--- config.mk ---
export PLATFORM = sky130hd
export DESIGN_NAME = bcd_alu_sequencer
export DESIGN_NICKNAME = d
export VERILOG_FILES = /design/src/rtl/bcd_alu_sequencer.sv
export SDC_FILE = /design/constraint.sdc
export NUM_CORES = 1
export LEC_CHECK = 0
export ABC_AREA = 1
export CORE_AREA = 2 2 113 115
export DETAILED_ROUTE_END_ITERATION = 7
export DIE_AREA = 0 0 115 117
export PLACE_DENSITY = 0.83
export SYNTH_ARGS = -nofsm -noshare
export SYNTH_HDL_FRONTEND = slang
export SYNTH_SLANG_ARGS = --single-unit
--- constraint.sdc ---
create_clock -name clk -period 4.6 [get_ports clk]
set_clock_uncertainty 0.05 [all_clocks]
set_input_delay 0.69 -clock clk [delete_from_list [all_inputs] [get_ports clk]]
set_output_delay 0.69 -clock clk [all_outputs]
set_load 0.005 [all_outputs]
--- src/rtl/bcd_alu_sequencer.sv ---
// bcd_alu_sequencer
//   Multi-cycle packed-BCD arithmetic controller. One shared digit-serial
//   BCD adder/subtractor handles one digit per clock, least significant digit
//   first. Multiply is repeated addition and divide is repeated subtraction.
//
// Ports
//   clk, rst        rising-edge clock, asynchronous active-high reset
//   start, op       request (sampled in IDLE only) and operation
//                   (00 add, 01 sub, 10 mul, 11 div)
//   a_bcd, b_bcd    packed-BCD operands, W = 4*DIGITS bits
//   busy            high from the start-accept edge until DONE is left
//   done            one-cycle pulse; result and flags are valid
//   result          packed-BCD magnitude
//   neg, ovf, err   negative subtract result, overflow, divide-by-zero or
//                   non-BCD operand
//
// Handshake: start is honoured only in IDLE. The accepting edge raises busy.
// done pulses for exactly one cycle while busy is still high. result and the
// flags then hold until the next start is accepted.
module bcd_alu_sequencer #(
    parameter int DIGITS = 4,
    localparam int W = 4 * DIGITS
) (
    input  logic         clk,
    input  logic         rst,
    input  logic         start,
    input  logic [1:0]   op,
    input  logic [W-1:0] a_bcd,
    input  logic [W-1:0] b_bcd,
    output logic         busy,
    output logic         done,
    output logic [W-1:0] result,
    output logic         neg,
    output logic         ovf,
    output logic         err
);
    localparam int IW = (DIGITS > 1) ? $clog2(DIGITS) : 1;
    localparam logic [1:0] OP_ADD = 2'b00;
    localparam logic [1:0] OP_SUB = 2'b01;
    localparam logic [1:0] OP_MUL = 2'b10;
    localparam logic [1:0] OP_DIV = 2'b11;

    typedef enum logic [2:0] {
        S_IDLE, S_LOAD, S_CHECK, S_RUN, S_DONE
    } state_t;

    state_t         state_q, state_d;
    logic [1:0]     op_q, op_d;
    logic [W-1:0]   a_q, a_d, b_q, b_d;
    // acc: running sum (add/sub/mul) or remainder (div).
    // cnt: remaining multiplier (mul) or quotient so far (div).
    logic [W-1:0]   acc_q, acc_d, cnt_q, cnt_d;
    logic           carry_q, carry_d;
    logic [IW-1:0]  idx_q, idx_d;
    logic [W-1:0]   result_q, result_d;
    logic           neg_q, neg_d, ovf_q, ovf_d, err_q, err_d;

    function automatic logic has_non_bcd(input logic [W-1:0] v);
        logic bad;
        bad = 1'b0;
        for (int i = 0; i < DIGITS; i++) begin
            if (v[i*4 +: 4] > 4'd9) bad = 1'b1;
        end
        return bad;
    endfunction

    function automatic logic [W-1:0] bcd_inc(input logic [W-1:0] v);
        logic [W-1:0] r;
        logic         c;
        r = v;
        c = 1'b1;
        for (int i = 0; i < DIGITS; i++) begin
            if (c) begin
                if (r[i*4 +: 4] == 4'd9) begin
                    r[i*4 +: 4] = 4'd0;
                end else begin
                    r[i*4 +: 4] = r[i*4 +: 4] + 4'd1;
                    c = 1'b0;
                end
            end
        end
        return r;
    endfunction

    function automatic logic [W-1:0] bcd_dec(input logic [W-1:0] v);
        logic [W-1:0] r;
        logic         b;
        r = v;
        b = 1'b1;
        for (int i = 0; i < DIGITS; i++) begin
            if (b) begin
                if (r[i*4 +: 4] == 4'd0) begin
                    r[i*4 +: 4] = 4'd9;
                end else begin
                    r[i*4 +: 4] = r[i*4 +: 4] - 4'd1;
                    b = 1'b0;
                end
            end
        end
        return r;
    endfunction

    // Shared digit unit. acc is shifted right one digit per RUN cycle, so its
    // current digit is always acc_q[3:0]; after DIGITS cycles the new value
    // sits back in place. Mul adds A, everything else works against B.
    logic [W-1:0] y_vec;
    logic [3:0]   x_dig, y_dig, out_dig;
    logic [4:0]   sum5, diff5;
    logic         is_sub, cout, last_dig;
    logic [W-1:0] acc_shift;

    always_comb begin
        y_vec    = (op_q == OP_MUL) ? a_q : b_q;
        x_dig    = acc_q[3:0];
        y_dig    = y_vec[int'(idx_q)*4 +: 4];
        is_sub   = (op_q == OP_SUB) || (op_q == OP_DIV);
        sum5     = {1'b0, x_dig} + {1'b0, y_dig} + {4'b0, carry_q};
        diff5    = {1'b0, x_dig} - {1'b0, y_dig} - {4'b0, carry_q};
        out_dig  = sum5[3:0];
        cout     = 1'b0;
        if (is_sub) begin
            out_dig = diff5[3:0];
            if (diff5[4]) begin
                out_dig = diff5[3:0] + 4'd10;
                cout    = 1'b1;
            end
        end else if (sum5 > 5'd9) begin
            out_dig = sum5[3:0] + 4'd6;
            cout    = 1'b1;
        end
        acc_shift = {out_dig, acc_q[W-1:4]};
        last_dig  = (idx_q == IW'(DIGITS - 1));
    end

    always_comb begin
        state_d  = state_q;
        op_d     = op_q;
        a_d      = a_q;
        b_d      = b_q;
        acc_d    = acc_q;
        cnt_d    = cnt_q;
        carry_d  = carry_q;
        idx_d    = idx_q;
        result_d = result_q;
        neg_d    = neg_q;
        ovf_d    = ovf_q;
        err_d    = err_q;
        case (state_q)
            S_IDLE: begin
                if (start) begin
                    a_d      = a_bcd;
                    b_d      = b_bcd;
                    op_d     = op;
                    result_d = '0;
                    neg_d    = 1'b0;
                    ovf_d    = 1'b0;
                    err_d    = 1'b0;
                    state_d  = S_LOAD;
                end
            end
            S_LOAD: begin
                idx_d   = '0;
                carry_d = 1'b0;
                if (has_non_bcd(a_q) || has_non_bcd(b_q) ||
                    (op_q == OP_DIV && b_q == '0)) begin
                    err_d    = 1'b0 | 1'b1;
                    result_d = '0;
                    state_d  = S_DONE;
                end else begin
                    case (op_q)
                        OP_ADD: begin
                            acc_d   = a_q;
                            state_d = S_RUN;
                        end
                        OP_SUB: begin
                            // Valid BCD compares like unsigned binary.
                            if (a_q < b_q) begin
                                acc_d = b_q;
                                a_d   = b_q;
                                b_d   = a_q;
                                neg_d = 1'b1;
                            end else begin
                                acc_d = a_q;
                            end
                            state_d = S_RUN;
                        end
                        OP_MUL: begin
                            acc_d   = '0;
                            cnt_d   = b_q;
                            state_d = S_CHECK;
                        end
                        default: begin
                            acc_d   = a_q;
                            cnt_d   = '0;
                            state_d = S_CHECK;
                        end
                    endcase
                end
            end
            S_RUN: begin
                acc_d   = acc_shift;
                carry_d = cout;
                idx_d   = idx_q + 1'b1;
                if (last_dig) begin
                    idx_d   = '0;
                    carry_d = 1'b0;
                    case (op_q)
                        OP_ADD, OP_SUB: begin
                            result_d = acc_shift;
                            ovf_d    = cout;
                            state_d  = S_DONE;
                        end
                        OP_MUL: begin
                            if (cout) begin
                                ovf_d    = 1'b1;
                                result_d = {DIGITS{4'h9}};
                                state_d  = S_DONE;
                            end else begin
                                cnt_d   = bcd_dec(cnt_q);
                                state_d = S_CHECK;
                            end
                        end
                        default: begin
                            cnt_d   = bcd_inc(cnt_q);
                            state_d = S_CHECK;
                        end
                    endcase
                end
            end
            S_CHECK: begin
                if (op_q == OP_MUL) begin
                    if (cnt_q == '0) begin
                        result_d = acc_q;
                        state_d  = S_DONE;
                    end else begin
                        state_d = S_RUN;
                    end
                end else begin
                    if (acc_q < b_q) begin
                        result_d = cnt_q;
                        state_d  = S_DONE;
                    end else begin
                        state_d = S_RUN;
                    end
                end
            end
            S_DONE: begin
                state_d = S_IDLE;
            end
            default: begin
                state_d = S_IDLE;
            end
        endcase
    end

    always_ff @(posedge clk or posedge rst) begin
        if (rst) begin
            state_q  <= S_IDLE;
            op_q     <= '0;
            a_q      <= '0;
            b_q      <= '0;
            acc_q    <= '0;
            cnt_q    <= '0;
            carry_q  <= 1'b0;
            idx_q    <= '0;
            result_q <= '0;
            neg_q    <= 1'b0;
            ovf_q    <= 1'b0;
            err_q    <= 1'b0;
        end else begin
            state_q  <= state_d;
            op_q     <= op_d;
            a_q      <= a_d;
            b_q      <= b_d;
            acc_q    <= acc_d;
            cnt_q    <= cnt_d;
            carry_q  <= carry_d;
            idx_q    <= idx_d;
            result_q <= result_d;
            neg_q    <= neg_d;
            ovf_q    <= ovf_d;
            err_q    <= err_d;
        end
    end

    assign busy   = (state_q != S_IDLE);
    assign done   = (state_q == S_DONE);
    assign result = result_q;
    assign neg    = neg_q;
    assign ovf    = ovf_q;
    assign err    = err_q;
endmodule

==> results by group <==
Critical path
  – Worst path most repeated cell: sky130_fd_sc_hd__nand2_1
  – Critical path data required time: between 4 and 5 ns
  – Cell type of the slowest stage on the worst timing path: sky130_fd_sc_hd__ha_2
  – Crit end category: register
  – Peak fanout along the critical path: 39
  – Biggest cell delay along the critical path: approximately 0.57 ns
  – Worst endpoint data arrival time: ~4.3 ns
  – Setup CP Type: register to register
  – Sort of element at the start of the critical path: register
  – Cell chain of the critical path: inv_1, ha_2, o21ai_0, nand2_1, nand2_1, nand2_1, inv_1, fa_1, fa_1, a21oi_1, nor2_1, nand2_1, nand2_1, nand2_1, nand2_2, nand2_1, nand2_2, a21oi_4, nand3_1, nand2_1

Yosys
  – Combined area of all synthesized cells: 7240 sq um
  – Portion of the post-synthesis area used by sequential elements: 0.315
  – Count of flip-flops with a built-in enable after synthesis: 0
  – Top cells by instance count after synthesis: 322 x sky130_fd_sc_hd__nand2_1, 114 x sky130_fd_sc_hd__o21ai_0, 95 x sky130_fd_sc_hd__inv_1
  – Average cell area after synthesis: approximately 6.8 sq um
  – Register bit count reported by yosys: between 90 and 100
  – Post-synth top area cell: sky130_fd_sc_hd__dfrtp_1
  – Cell with the most instances after synthesis: sky130_fd_sc_hd__nand2_1
  – Area share of the largest cell type after synthesis: 0.315
  – Commonest register cell after synthesis: sky130_fd_sc_hd__dfrtp_1
  – Post-synthesis async set-or-reset flop share: 1.00
  – Net count after synthesis: approximately 1200
  – Library cells used by synthesis: 48
  – Number of cells produced by synthesis: 1068
  – Leading post-synthesis cells by cell area: sky130_fd_sc_hd__dfrtp_1 31%, sky130_fd_sc_hd__nand2_1 17%, sky130_fd_sc_hd__ha_1 8.0%
  – Count of synthesis-stage warnings from yosys: 0

CTS
  – Clock-pin slew of the registers on the worst-case setup and hold paths: around 0.070 ns
  – Maximum clock path buffer count: 2
  – Post-CTS setup buffers: 0
  – Later-pin clock latency in the skew report: between 0.3 and 0.4 ns
  – Clock tree from TritonCTS: done
  – Count of hold-fix buffers inserted at cts: 0
  – TritonCTS sink count: just over 90
  – Resize count post-CTS: 0
  – Total number of H-tree levels: 3
  – Library cell used as clock root buffer: sky130_fd_sc_hd__clkbuf_16
  – Number of clock buffers inserted by TritonCTS: 9

Global routing
  – Aggregate global routing overflow: 0
  – Overall global routing resource usage: 0.325
  – Largest net degree at the start of global routing: 48
  – Wire length of the first global-routing pass: between 30 and 40 mm
  – Number of antenna violations at the first check in global routing: 0
  – Via count of the first global-routing pass: approximately 6800

Layout
  – Filler Cells Inserted: roughly 1100
  – Number of nets in the final layout: ~1200
  – Util after Layout: 0.666
  – Sequential Area: approximately 2300 sq um
  – Area of the multi-input gates: 4300 sq um
  – Fraction of layout instances using a drive strength above 1: 0.0643
  – Antenna Diode Count: 0
  – Synthesis-to-finish area growth: 13.2%

Floorplanning
  – Horizontal die dimension: 115 um
  – Initial core utilization: 0.588
  – Floorplan Core Area: approximately 12000 sq um
  – Total number of placement rows: 41
  – Num ports: just under 60
  – Chip height: between 100 and 150 um
  – Die ar.: roughly 13000 sq um

Timing
  – Min Clock Period, post-route: 4.02 ns
  – Hold Fails Final Rpt: 0
  – RSZ-0062 raised after global routing: no
  – Final count of negative-setup-slack endpoints: 0
  – Final TNS setup: 0 ns
  – Post-route fraction of the period consumed by the critical path: 0.873
  – Final max-slew violation count: 0
  – Max_slew headroom: 0.503
  – Peak clock frequency supported by timing: about 0.25 GHz
  – Transition time at the pin with the least slew margin: between 0.7 and 0.8 ns

Routing
  – Via/cell ratio: 5.90
  – Drt pass-1 iters: 5
  – Number of nets with antenna violations after routing: 0
  – Drc violations: 0
  – Routed wire length: around 21 mm
  – WL per Instance: roughly 17 um
  – DR iter-0 viols: a little under 600
  – Detailed-route via count: around 7400

Placed design
  – DPL Wire Length: around 15 mm
  – Port bufs: 57
  – GPL Wtd Cong: 0.985

Flow run
  – Max-cap violations: 0

Min path
  – Path type of the worst min-delay path: register to register

Run status
  – Status: finished clean
## per-layer routing
metal | vias to the layer above | wire length, um | GRT usage
li1 | 3632 | - | -
met1 | 3368 | 8930 | 0.441
met2 | 345 | 9460 | 0.516
met3 | 60 | 1740 | 0.0505
met4 | 0 | 775 | 0.153
met5 | - | 0 | 0
## final timing paths
kind / from / to / slack (ns) / cells past startpoint
max in group asynchronous: rst / cnt_q[13] / 2.97 / 3
min in group asynchronous: rst / a_q[10] / 0.71 / 2
setup reg to reg: op_q[0] / result[10] / 0.58 / 20
setup / recovery: op_q[0] / result[10] / 0.58 / 20
hold reg to reg: err / err / 0.42 / 2
hold / removal: err / err / 0.42 / 2
## placed cells by master, fill, tap and decap left out, types with 3 or more instances in the layout
cell type	instances
sky130_fd_sc_hd__bufinv_16	3
sky130_fd_sc_hd__clkbuf_16	9
sky130_fd_sc_hd__o21ai_1	33
sky130_fd_sc_hd__o21ai_0	114
sky130_fd_sc_hd__ha_1	45
sky130_fd_sc_hd__nand3b_1	4
sky130_fd_sc_hd__inv_1	94
sky130_fd_sc_hd__nand4_1	8
sky130_fd_sc_hd__dfrtp_1	91
sky130_fd_sc_hd__buf_4	8
sky130_fd_sc_hd__nand3_1	55
sky130_fd_sc_hd__nor2_1	53
sky130_fd_sc_hd__fa_1	4
sky130_fd_sc_hd__o31ai_1	3
sky130_fd_sc_hd__xor2_1	5
sky130_fd_sc_hd__o22ai_1	25
sky130_fd_sc_hd__nor3_1	7
sky130_fd_sc_hd__nand2_2	6
sky130_fd_sc_hd__a21oi_1	78
sky130_fd_sc_hd__nand3_2	3
sky130_fd_sc_hd__a211oi_1	6
sky130_fd_sc_hd__a22oi_1	4
sky130_fd_sc_hd__inv_2	23
sky130_fd_sc_hd__nand2_1	322
sky130_fd_sc_hd__clkdlybuf4s50_1	57
sky130_fd_sc_hd__o211ai_1	10
## critical path, delay by kind of cell, from the launching register on
family | cells | cell delay, ns
fa+ha+maj | 3 | 1.39
flops | 1 | 0.41
simple gates | 12 | 1.17
compound gates | 3 | 0.78
buf+inv | 2 | 0.16
## final cells by class
type                            count  area share
Clock inverter                      7      0.0151
Inverter                          119      0.0547
Sequential cell                    91       0.278
Timing Repair Buffer               65      0.0769
Tap cell                          150      0.0229
Clock buffer                        9      0.0275
Multi-Input combinational cell    814       0.525
## kinds of logic after synthesis
| group | after synthesis | share of synthesized area |
|---|---|---|
| and+or+nand+nor | 470 | 0.276 |
| xor gates and xnor gates | 7 | 0.00847 |
| AOI/OAI and AO/OA | 287 | 0.219 |
| DFF | 91 | 0.315 |
| adders and majority gates | 50 | 0.0906 |
| buffers and inverters | 163 | 0.0914 |
## sequential cells by signal (all words and copies together), names as in the netlist
| register | flops |
|---|---|
| b_q | 16 |
| acc_q | 16 |
| ovf | 1 |
| state_q | 3 |
| cnt_q | 16 |
| err | 1 |
| idx_q | 2 |
| op_q | 2 |
| carry_q | 1 |
| neg | 1 |
| result | 16 |
| a_q | 16 |
## through the flow
| stage | setup WS [ns] | instances | hold slack, ns | instance area [sq um] |
|---|---|---|---|---|
| after global placement | 0.766 | 1239 | 0.411 | 7850 |
| after detailed placement | 0.654 | 1239 | 0.416 | 7850 |
| final | 0.582 | 1255 | 0.422 | 8200 |
| after CTS | 0.632 | 1255 | 0.426 | 8200 |
| after global routing | 0.127 | 1255 | 0.449 | 8200 |
| after floorplan | 0.807 | 1068 | 0.415 | 7240 |
Power is left out: the tool's default activity adds up to more than one toggle a clock period on the data nets, which glitch-free logic cannot reach.
